File: src/rtl/alu_if.sv
// Request/response bundle between the issue stage and alu_core.
// The master drives the request; the slave returns handshake, result and flags.
interface alu_if #(
    parameter int WIDTH = 16
);
    logic             start;
    logic [2:0]       op;
    logic [WIDTH-1:0] a;
    logic [WIDTH-1:0] b;
    logic             ready;
    logic             valid;
    logic [WIDTH-1:0] result;
    logic             zero;
    logic             carry;
    logic             illegal;

    modport master (
        output start, op, a, b,
        input  ready, valid, result, zero, carry, illegal
    );

    modport slave (
        input  start, op, a, b,
        output ready, valid, result, zero, carry, illegal
    );
endinterface

File: src/rtl/alu_core.sv
// 16-bit ALU: single-cycle logic/add/sub/shift, optional 16-step shift-add multiply.
// Define ALU_MUL_EN to build the multiplier; otherwise op 111 completes flagged illegal.
module alu_core #(
    parameter int WIDTH = 16
) (
    input  logic  clk,
    input  logic  rst,
    alu_if.slave  bus
);
    localparam logic [2:0] OP_ADD = 3'b000;
    localparam logic [2:0] OP_SUB = 3'b001;
    localparam logic [2:0] OP_AND = 3'b010;
    localparam logic [2:0] OP_OR  = 3'b011;
    localparam logic [2:0] OP_XOR = 3'b100;
    localparam logic [2:0] OP_SLL = 3'b101;
    localparam logic [2:0] OP_SRL = 3'b110;
    localparam logic [2:0] OP_MUL = 3'b111;

    logic             accept;
    logic             single_accept;
    logic             ready_int;
    logic             mul_done;
    logic [WIDTH-1:0] mul_res;
    logic [WIDTH-1:0] alu_res;
    logic             alu_carry;
    logic             alu_ill;

    logic             valid_reg;
    logic [WIDTH-1:0] result_reg;
    logic             zero_reg;
    logic             carry_reg;
    logic             illegal_reg;

    assign accept = bus.start && ready_int;

    always_comb begin
        alu_res   = '0;
        alu_carry = 1'b0;
        alu_ill   = 1'b0;
        case (bus.op)
            OP_ADD: {alu_carry, alu_res} = {1'b0, bus.a} + {1'b0, bus.b};
            OP_SUB: begin
                alu_res   = bus.a - bus.b;
                alu_carry = (bus.a >= bus.b);
            end
            OP_AND: alu_res = bus.a & bus.b;
            OP_OR:  alu_res = bus.a | bus.b;
            OP_XOR: alu_res = bus.a ^ bus.b;
            OP_SLL: alu_res = bus.a << bus.b[3:0];
            OP_SRL: alu_res = bus.a >> bus.b[3:0];
            default: alu_ill = 1'b1;  // only reaches the output when no multiplier is built
        endcase
    end

`ifdef ALU_MUL_EN
    localparam bit MUL_BUILT = 1'b1;

    typedef enum logic {S_IDLE, S_MUL} state_t;

    state_t           state_reg, state_next;
    logic             ready_reg;
    logic [WIDTH-1:0] acc_reg;
    logic [WIDTH-1:0] mcand_reg;
    logic [WIDTH-1:0] mplier_reg;
    logic [3:0]       cnt_reg;
    logic [WIDTH-1:0] mul_sum;
    logic             mul_start;

    assign mul_start = accept && (bus.op == OP_MUL);
    assign mul_sum   = acc_reg + (mplier_reg[0] ? mcand_reg : '0);
    assign mul_res   = mul_sum;
    assign ready_int = ready_reg;

    always_ff @(posedge clk or posedge rst) begin
        if (rst) state_reg <= S_IDLE;
        else     state_reg <= state_next;
    end

    always_comb begin
        state_next = state_reg;
        mul_done   = 1'b0;
        case (state_reg)
            S_IDLE: if (mul_start) state_next = S_MUL;
            S_MUL: begin
                if (cnt_reg == 4'd15) begin
                    mul_done   = 1'b1;
                    state_next = S_IDLE;
                end
            end
            default: state_next = S_IDLE;
        endcase
    end

    always_ff @(posedge clk or posedge rst) begin
        if (rst) begin
            ready_reg  <= 1'b1;
            acc_reg    <= '0;
            mcand_reg  <= '0;
            mplier_reg <= '0;
            cnt_reg    <= '0;
        end else begin
            ready_reg <= (state_next == S_IDLE);
            if (mul_start) begin
                acc_reg    <= '0;
                cnt_reg    <= '0;
                mcand_reg  <= bus.a;
                mplier_reg <= bus.b;
            end else if (state_reg == S_MUL) begin
                acc_reg    <= mul_sum;
                mcand_reg  <= mcand_reg << 1;
                mplier_reg <= mplier_reg >> 1;
                cnt_reg    <= cnt_reg + 4'd1;
            end
        end
    end
`else
    localparam bit MUL_BUILT = 1'b0;

    assign ready_int = 1'b1;
    assign mul_done  = 1'b0;
    assign mul_res   = '0;
`endif

    // With the multiplier built, MUL leaves through mul_done instead of the single-cycle path.
    assign single_accept = accept && !(MUL_BUILT && (bus.op == OP_MUL));

    always_ff @(posedge clk or posedge rst) begin
        if (rst) begin
            valid_reg   <= 1'b0;
            result_reg  <= '0;
            zero_reg    <= 1'b0;
            carry_reg   <= 1'b0;
            illegal_reg <= 1'b0;
        end else begin
            valid_reg <= 1'b0;
            if (single_accept) begin
                valid_reg   <= 1'b1;
                result_reg  <= alu_res;
                zero_reg    <= (alu_res == '0);
                carry_reg   <= alu_carry;
                illegal_reg <= alu_ill;
            end else if (mul_done) begin
                valid_reg   <= 1'b1;
                result_reg  <= mul_res;
                zero_reg    <= (mul_res == '0);
                carry_reg   <= 1'b0;
                illegal_reg <= 1'b0;
            end
        end
    end

    assign bus.ready   = ready_int;
    assign bus.valid   = valid_reg;
    assign bus.result  = result_reg;
    assign bus.zero    = zero_reg;
    assign bus.carry   = carry_reg;
    assign bus.illegal = illegal_reg;
endmodule

File: src/flat_wrapper.sv
// flat-port wrapper written by rule: the top's interface ports become plain ports
module alu_core_flat 
#(
    parameter int WIDTH = 16
)
  (clk, rst, bus_start, bus_op, bus_a, bus_b, bus_ready, bus_valid, bus_result, bus_zero, bus_carry, bus_illegal);
  alu_if #(.WIDTH(WIDTH)) bus_i ();
  input  logic clk;
  input  logic rst;
  input wire logic [$bits(bus_i.start)-1:0] bus_start;
  input wire logic [$bits(bus_i.op)-1:0] bus_op;
  input wire logic [$bits(bus_i.a)-1:0] bus_a;
  input wire logic [$bits(bus_i.b)-1:0] bus_b;
  output wire logic [$bits(bus_i.ready)-1:0] bus_ready;
  output wire logic [$bits(bus_i.valid)-1:0] bus_valid;
  output wire logic [$bits(bus_i.result)-1:0] bus_result;
  output wire logic [$bits(bus_i.zero)-1:0] bus_zero;
  output wire logic [$bits(bus_i.carry)-1:0] bus_carry;
  output wire logic [$bits(bus_i.illegal)-1:0] bus_illegal;
  assign bus_i.start = bus_start;
  assign bus_i.op = bus_op;
  assign bus_i.a = bus_a;
  assign bus_i.b = bus_b;
  assign bus_ready = bus_i.ready;
  assign bus_valid = bus_i.valid;
  assign bus_result = bus_i.result;
  assign bus_zero = bus_i.zero;
  assign bus_carry = bus_i.carry;
  assign bus_illegal = bus_i.illegal;
  alu_core #(.WIDTH(WIDTH)) u_core (.clk(clk), .rst(rst), .bus(bus_i));
endmodule
File: config.mk
export PLATFORM = sky130hd
export DESIGN_NAME = alu_core_flat
export DESIGN_NICKNAME = d
export VERILOG_FILES = /design/src/rtl/alu_if.sv /design/src/rtl/alu_core.sv /design/src/flat_wrapper.sv
export SDC_FILE = /design/constraint.sdc
export NUM_CORES = 1
export LEC_CHECK = 0
export BUFFER_PORTS_ARGS = -buffer_cell sky130_fd_sc_hd__buf_2
export CORE_ASPECT_RATIO = 1.5
export CORE_MARGIN = 1
export CORE_UTILIZATION = 55
export DETAILED_ROUTE_END_ITERATION = 16
export GPL_ROUTABILITY_DRIVEN = 1
export PLACE_DENSITY_LB_ADDON = 0.15
export SYNTH_ARGS = -nofsm -noshare
export SYNTH_HDL_FRONTEND = slang
export SYNTH_SLANG_ARGS = --single-unit
export TNS_END_PERCENT = 10
File: constraint.sdc
create_clock -name clk -period 1.69 [get_ports clk]
set_clock_uncertainty 0.1 [all_clocks]
set_input_delay 0.338 -clock clk [delete_from_list [all_inputs] [get_ports clk]]
set_output_delay 0.338 -clock clk [all_outputs]
set_load 0.05 [all_outputs]
==> results.toml, run 1 <==
[die]
fp-row-count = 41
initial_core_util_pct = 56.69
die_w_um = 78.04
die_height_um = 116.1
die_area_um2 = 9056
core_um2 = 8413
io_pins = 59

[sta]
rsz0062_at_grt = "true"
worst_pin_slew_ns = 0.7534
slew_viol_final = 0
worst_slack_ns = -1.203
hold_viol = 0
slew_headroom_pct = 49.72
setup_viol = 18
period_share_pct = 171.2
fmax_ghz = 0.3457
min_period_ns = 2.893
fin_hold_ws_ns = 0.1114

[logic_synthesis]
synth_edf_count = 0
ys_ff_latch = 20
syn-cell-area_um2 = 4770
synth.yosys.seq_area_share_pct = 10.49
synth_warnings = 0
synth.distinct_cells = 83
syn_inst = 601
synth.net_count = 692
synth-main-ff-cell = "dfrtp_1"
async_flop_share_pct = 100.0
postSynthAreaPerCell_um2 = 7.936

[routing]
drt-pass1-iter-count = 9
post_drt_via_cell_ratio = 6.890
drt-initial-drc-count = 722
drc = 0
vias = 6656
routed_wl_um = 22090
drtAntennaViolNets = 0
wl_per_cell_um = 22.86

[grt]
grt_pass1_vias = 6411
grt_pass1_wl_um = 32370
grt.total_usage_pct = 46.40
grt_antenna_before_repair = 2
grt.overflow.total = 0
grt_max_degree = 34

[placement]
gp_congestion = 1.050
pre_cts_ws_ns = -1.618
place_hpwl_um = 16360
io_buffer_count = 57

[cells_and_area]
fill_cells = 439
syn_to_final_growth_pct = 55.25
final_common_cell = "buf_4"
final_cell_mix = "buf_4 (233), buf_2 (55), nor2_1 (47)"
layout-drive-gt1-share_pct = 47.84
nets = 950
largest_reg_flops = 16

[status]
status = "finished, violations left"
violations = "negative setup slack"

[cts]
cts_tree = "yes"
numCtsBuffers = 3
clkSinkCount = 20
clk_pin_slew_ns = 0.05
htree_levels = 1
clk-insertion-delay-late_ns = 0.25
cts_root_buf = "clkbuf_16"
holdBufCountCts = 0
cts_buffer_depth = 2

[power_and_ir_drop]
clkPwrFrac_pct = 12.9
swShare_pct = 45.35
power_mw = 3.739
combinationalPowerShare_pct = 71.4
p_leak_nw = 3.480
power_density_nw_per_um2 = 504.9
pwr-share-seq_pct = 15.7
irDropWorstVdd_v = 0.0007568
p_sw_mw = 1.695
p_int_mw = 2.043

[flow_run]
maxCapViolCount = 0

[hold_path]
hp-class = "in -> async"

[critical_path]
worst_setup_path_end_kind = "register"
required_ns = 1.73
start_kind = "input port"
cp_max_fo = 5
critPathArrivalTime_ns = 2.94
path_class = "in -> reg"
[path summary, 6_finish.rpt]
| check | to | slack [ns] | from | cells after the start |
|---|---|---|---|---|
| setup / recovery | u_core.bus.zero$_DFFE_PP0P_ | -1.20 | bus_b[1] | 14 |
| hold / removal | u_core.bus.result[11]$_DFFE_PP0P_ | 0.11 | rst | 2 |
| setup reg to reg | u_core.bus.zero$_DFFE_PP0P_ | 0.77 | u_core.bus.zero$_DFFE_PP0P_ | 2 |
| hold reg to reg | u_core.bus.result[1]$_DFFE_PP0P_ | 0.41 | u_core.bus.result[1]$_DFFE_PP0P_ | 1 |
| max in group asynchronous | u_core.bus.result[2]$_DFFE_PP0P_ | 0.91 | rst | 2 |
| min in group clk | u_core.bus.result[1]$_DFFE_PP0P_ | 0.41 | u_core.bus.result[1]$_DFFE_PP0P_ | 1 |
[per-stage QoR]
step / TNS (ns) / instance area, um^2 / util (%) / instances
2_1_floorplan: -13.35 / 4848 / - / 601
3_3_place_gp: -19.93 / 6731 / 80.01 / 945
3_5_place_dp: -21.40 / 6731 / 80.01 / 945
4_1_cts: -12.96 / 7198 / 85.56 / 959
5_1_grt: -15.69 / 7405 / 88.01 / 966
6_report: -14.94 / 7405 / 88.01 / 966
[cells in the mapped netlist (14+ instances only)]
master	number	area share (%)
ha_1	51	13
inv_1	50	3.9
nor2_1	49	3.9
a21oi_1	34	3.6
nand2_1	29	2.3
clkbuf_1	26	2.0
mux2i_1	21	4.4
nand3_1	21	2.2
dfrtp_1	20	10
o21ai_0	18	1.9
mux4_2	17	8.0
a22oi_1	15	2.4
nor2b_1	14	1.8
[worst max-delay path: stages]
cell and delay, ns:
buf_8 0.09, clkinvlp_4 0.19, fa_2 0.44, nor2b_4 0.14, o211ai_1 0.21, buf_4 0.18, a221oi_2 0.05, buf_4 0.18
buf_6 0.12, a221oi_2 0.27, and2_1 0.17, o31a_1 0.15, and4bb_1 0.21, a41o_1 0.18
[area by class of cell]
type,count,area [um^2],share of cell area (%)
timing repair buffer,299,2191,29.59
clock buffer,3,75.07,1.014
antenna,2,5.005,0.06759
tap,107,133.9,1.808
sequential,20,500.5,6.759
inverter,51,200.2,2.704
multi-input combinational,484,4299,58.06
[logic make-up (layout without fill, tap and decap cells)]
group / count (synthesis) / after routing / share of synthesized area (%)
AND/OR/NAND/NOR: 189 / 189 / 21.04
AO/OA/AOI/OAI: 182 / 182 / 27.81
buffers and inverters: 97 / 353 / 8.866
multiplexers: 55 / 55 / 16.76
adder cells (fa/ha/maj): 53 / 53 / 14.22
flip-flops: 20 / 20 / 10.49
XOR/XNOR: 4 / 4 / 0.7347
other: 1 / 3 / 0.07862
[per-layer routing]
metal | routed length [um] | up-vias | GRT usage, % | share of wire (%)
li1 | - | 2794 | - | -
met1 | 7395 | 3054 | 48.74 | 33
met2 | 10620 | 598 | 83.66 | 48
met3 | 2071 | 210 | 5.906 | 9.4
met4 | 1994 | 0 | 36.30 | 9.0
met5 | 0 | - | 0 | 0
[timing repair]
| action | 4_1_cts | 5_1_grt |
|---|---|---|
| endpoints found under the hold margin | 0 | 0 |
| setup buffers | 11 | 5 |
| gates resized for setup | 64 | 31 |
| setup endpoints to repair | 18 | 18 |
| pin swaps | 29 | 15 |
[power by group through the flow]
stage	Clock, mW	Combinational [mW]	Sequential, mW
floorplan	0	1.04	0.844
global placement	0	2.22	0.587
detailed placement	0	2.29	0.592
CTS	0.483	2.46	0.587
global route	0.501	2.78	0.596
finish	0.481	2.67	0.588
(Power assumes the default switching activity.)
==> run 2: changes to the inputs <==
--- a/config.mk
+++ b/config.mk
@@ -8,7 +8,7 @@
 export BUFFER_PORTS_ARGS = -buffer_cell sky130_fd_sc_hd__buf_2
 export CORE_ASPECT_RATIO = 1.5
 export CORE_MARGIN = 1
-export CORE_UTILIZATION = 55
+export CORE_UTILIZATION = 66
 export DETAILED_ROUTE_END_ITERATION = 16
 export GPL_ROUTABILITY_DRIVEN = 1
 export PLACE_DENSITY_LB_ADDON = 0.15
==> run 2 against run 1 <==
  * Synthesized cell count did not move
  * The run now fails in 4_1_cts
  * Synthesized area unchanged
==> results.toml, run 2 <==
[logic_synthesis]
synth_edf_count = 0
synth_common_cells = "ha_1 (51), inv_1 (50), nor2_1 (49)"
synth.net_count = 692
yosysTopAreaCellShare_pct = 13.38
postSynthAreaPerCell_um2 = 7.936
synth_most_common_cell = "ha_1"
synth.distinct_cells = 83
synthTopCellsByArea = "ha_1 (13%), dfrtp_1 (10%), mux4_2 (8.0%), mux2i_1 (4.4%), inv_1 (3.9%)"
synth-main-ff-cell = "dfrtp_1"
syn-cell-area_um2 = 4770
syn_inst = 601
synth.yosys.seq_area_share_pct = 10.49
synth_area_leader_cell = "ha_1"
ys_ff_latch = 20
async_flop_share_pct = 100.0
synth_warnings = 0

[placement]
place_hpwl_um = 18390
dp_cells = 911
io_buffer_count = 57
gp_congestion = 1.115

[cts]
cts_root_buf = "clkbuf_8"
htree_levels = 1
holdBufCountCts = 0
clkSinkCount = 20
cts_buffer_depth = 2
numCtsBuffers = 3
post_cts_buffers = 6
postCtsResizedCells = 55

[status]
status = "did not finish"
haltStage = "4_1_cts"
first-error = "[ERROR DPL-0038] Utilization greater than 100%, impossible to legalize"

[die]
fp-row-count = 37
io_pins = 59
die_w_um = 71.41
initial_core_util_pct = 68.68
die_height_um = 106.1
-- run 2: cell families after synthesis --
family / synth area share (%)
and+or+nand+nor: 21.04
AOI/OAI and AO/OA: 27.81
buffers and inverters: 8.866
muxes: 16.76
adders and majority gates: 14.22
DFF: 10.49
xor gates and xnor gates: 0.7347
other: 0.07862
-- run 2: metrics by stage --
| stage | TNS [ns] | setup WS [ns] | hold slack, ns | instance area [um^2] |
|---|---|---|---|---|
| after detailed placement | -22.05 | -1.619 | 0.3873 | 6658 |
| after global placement | -19.19 | -1.449 | 0.3616 | 6658 |
| after floorplan | -13.35 | -1.173 | 0.2018 | 4848 |
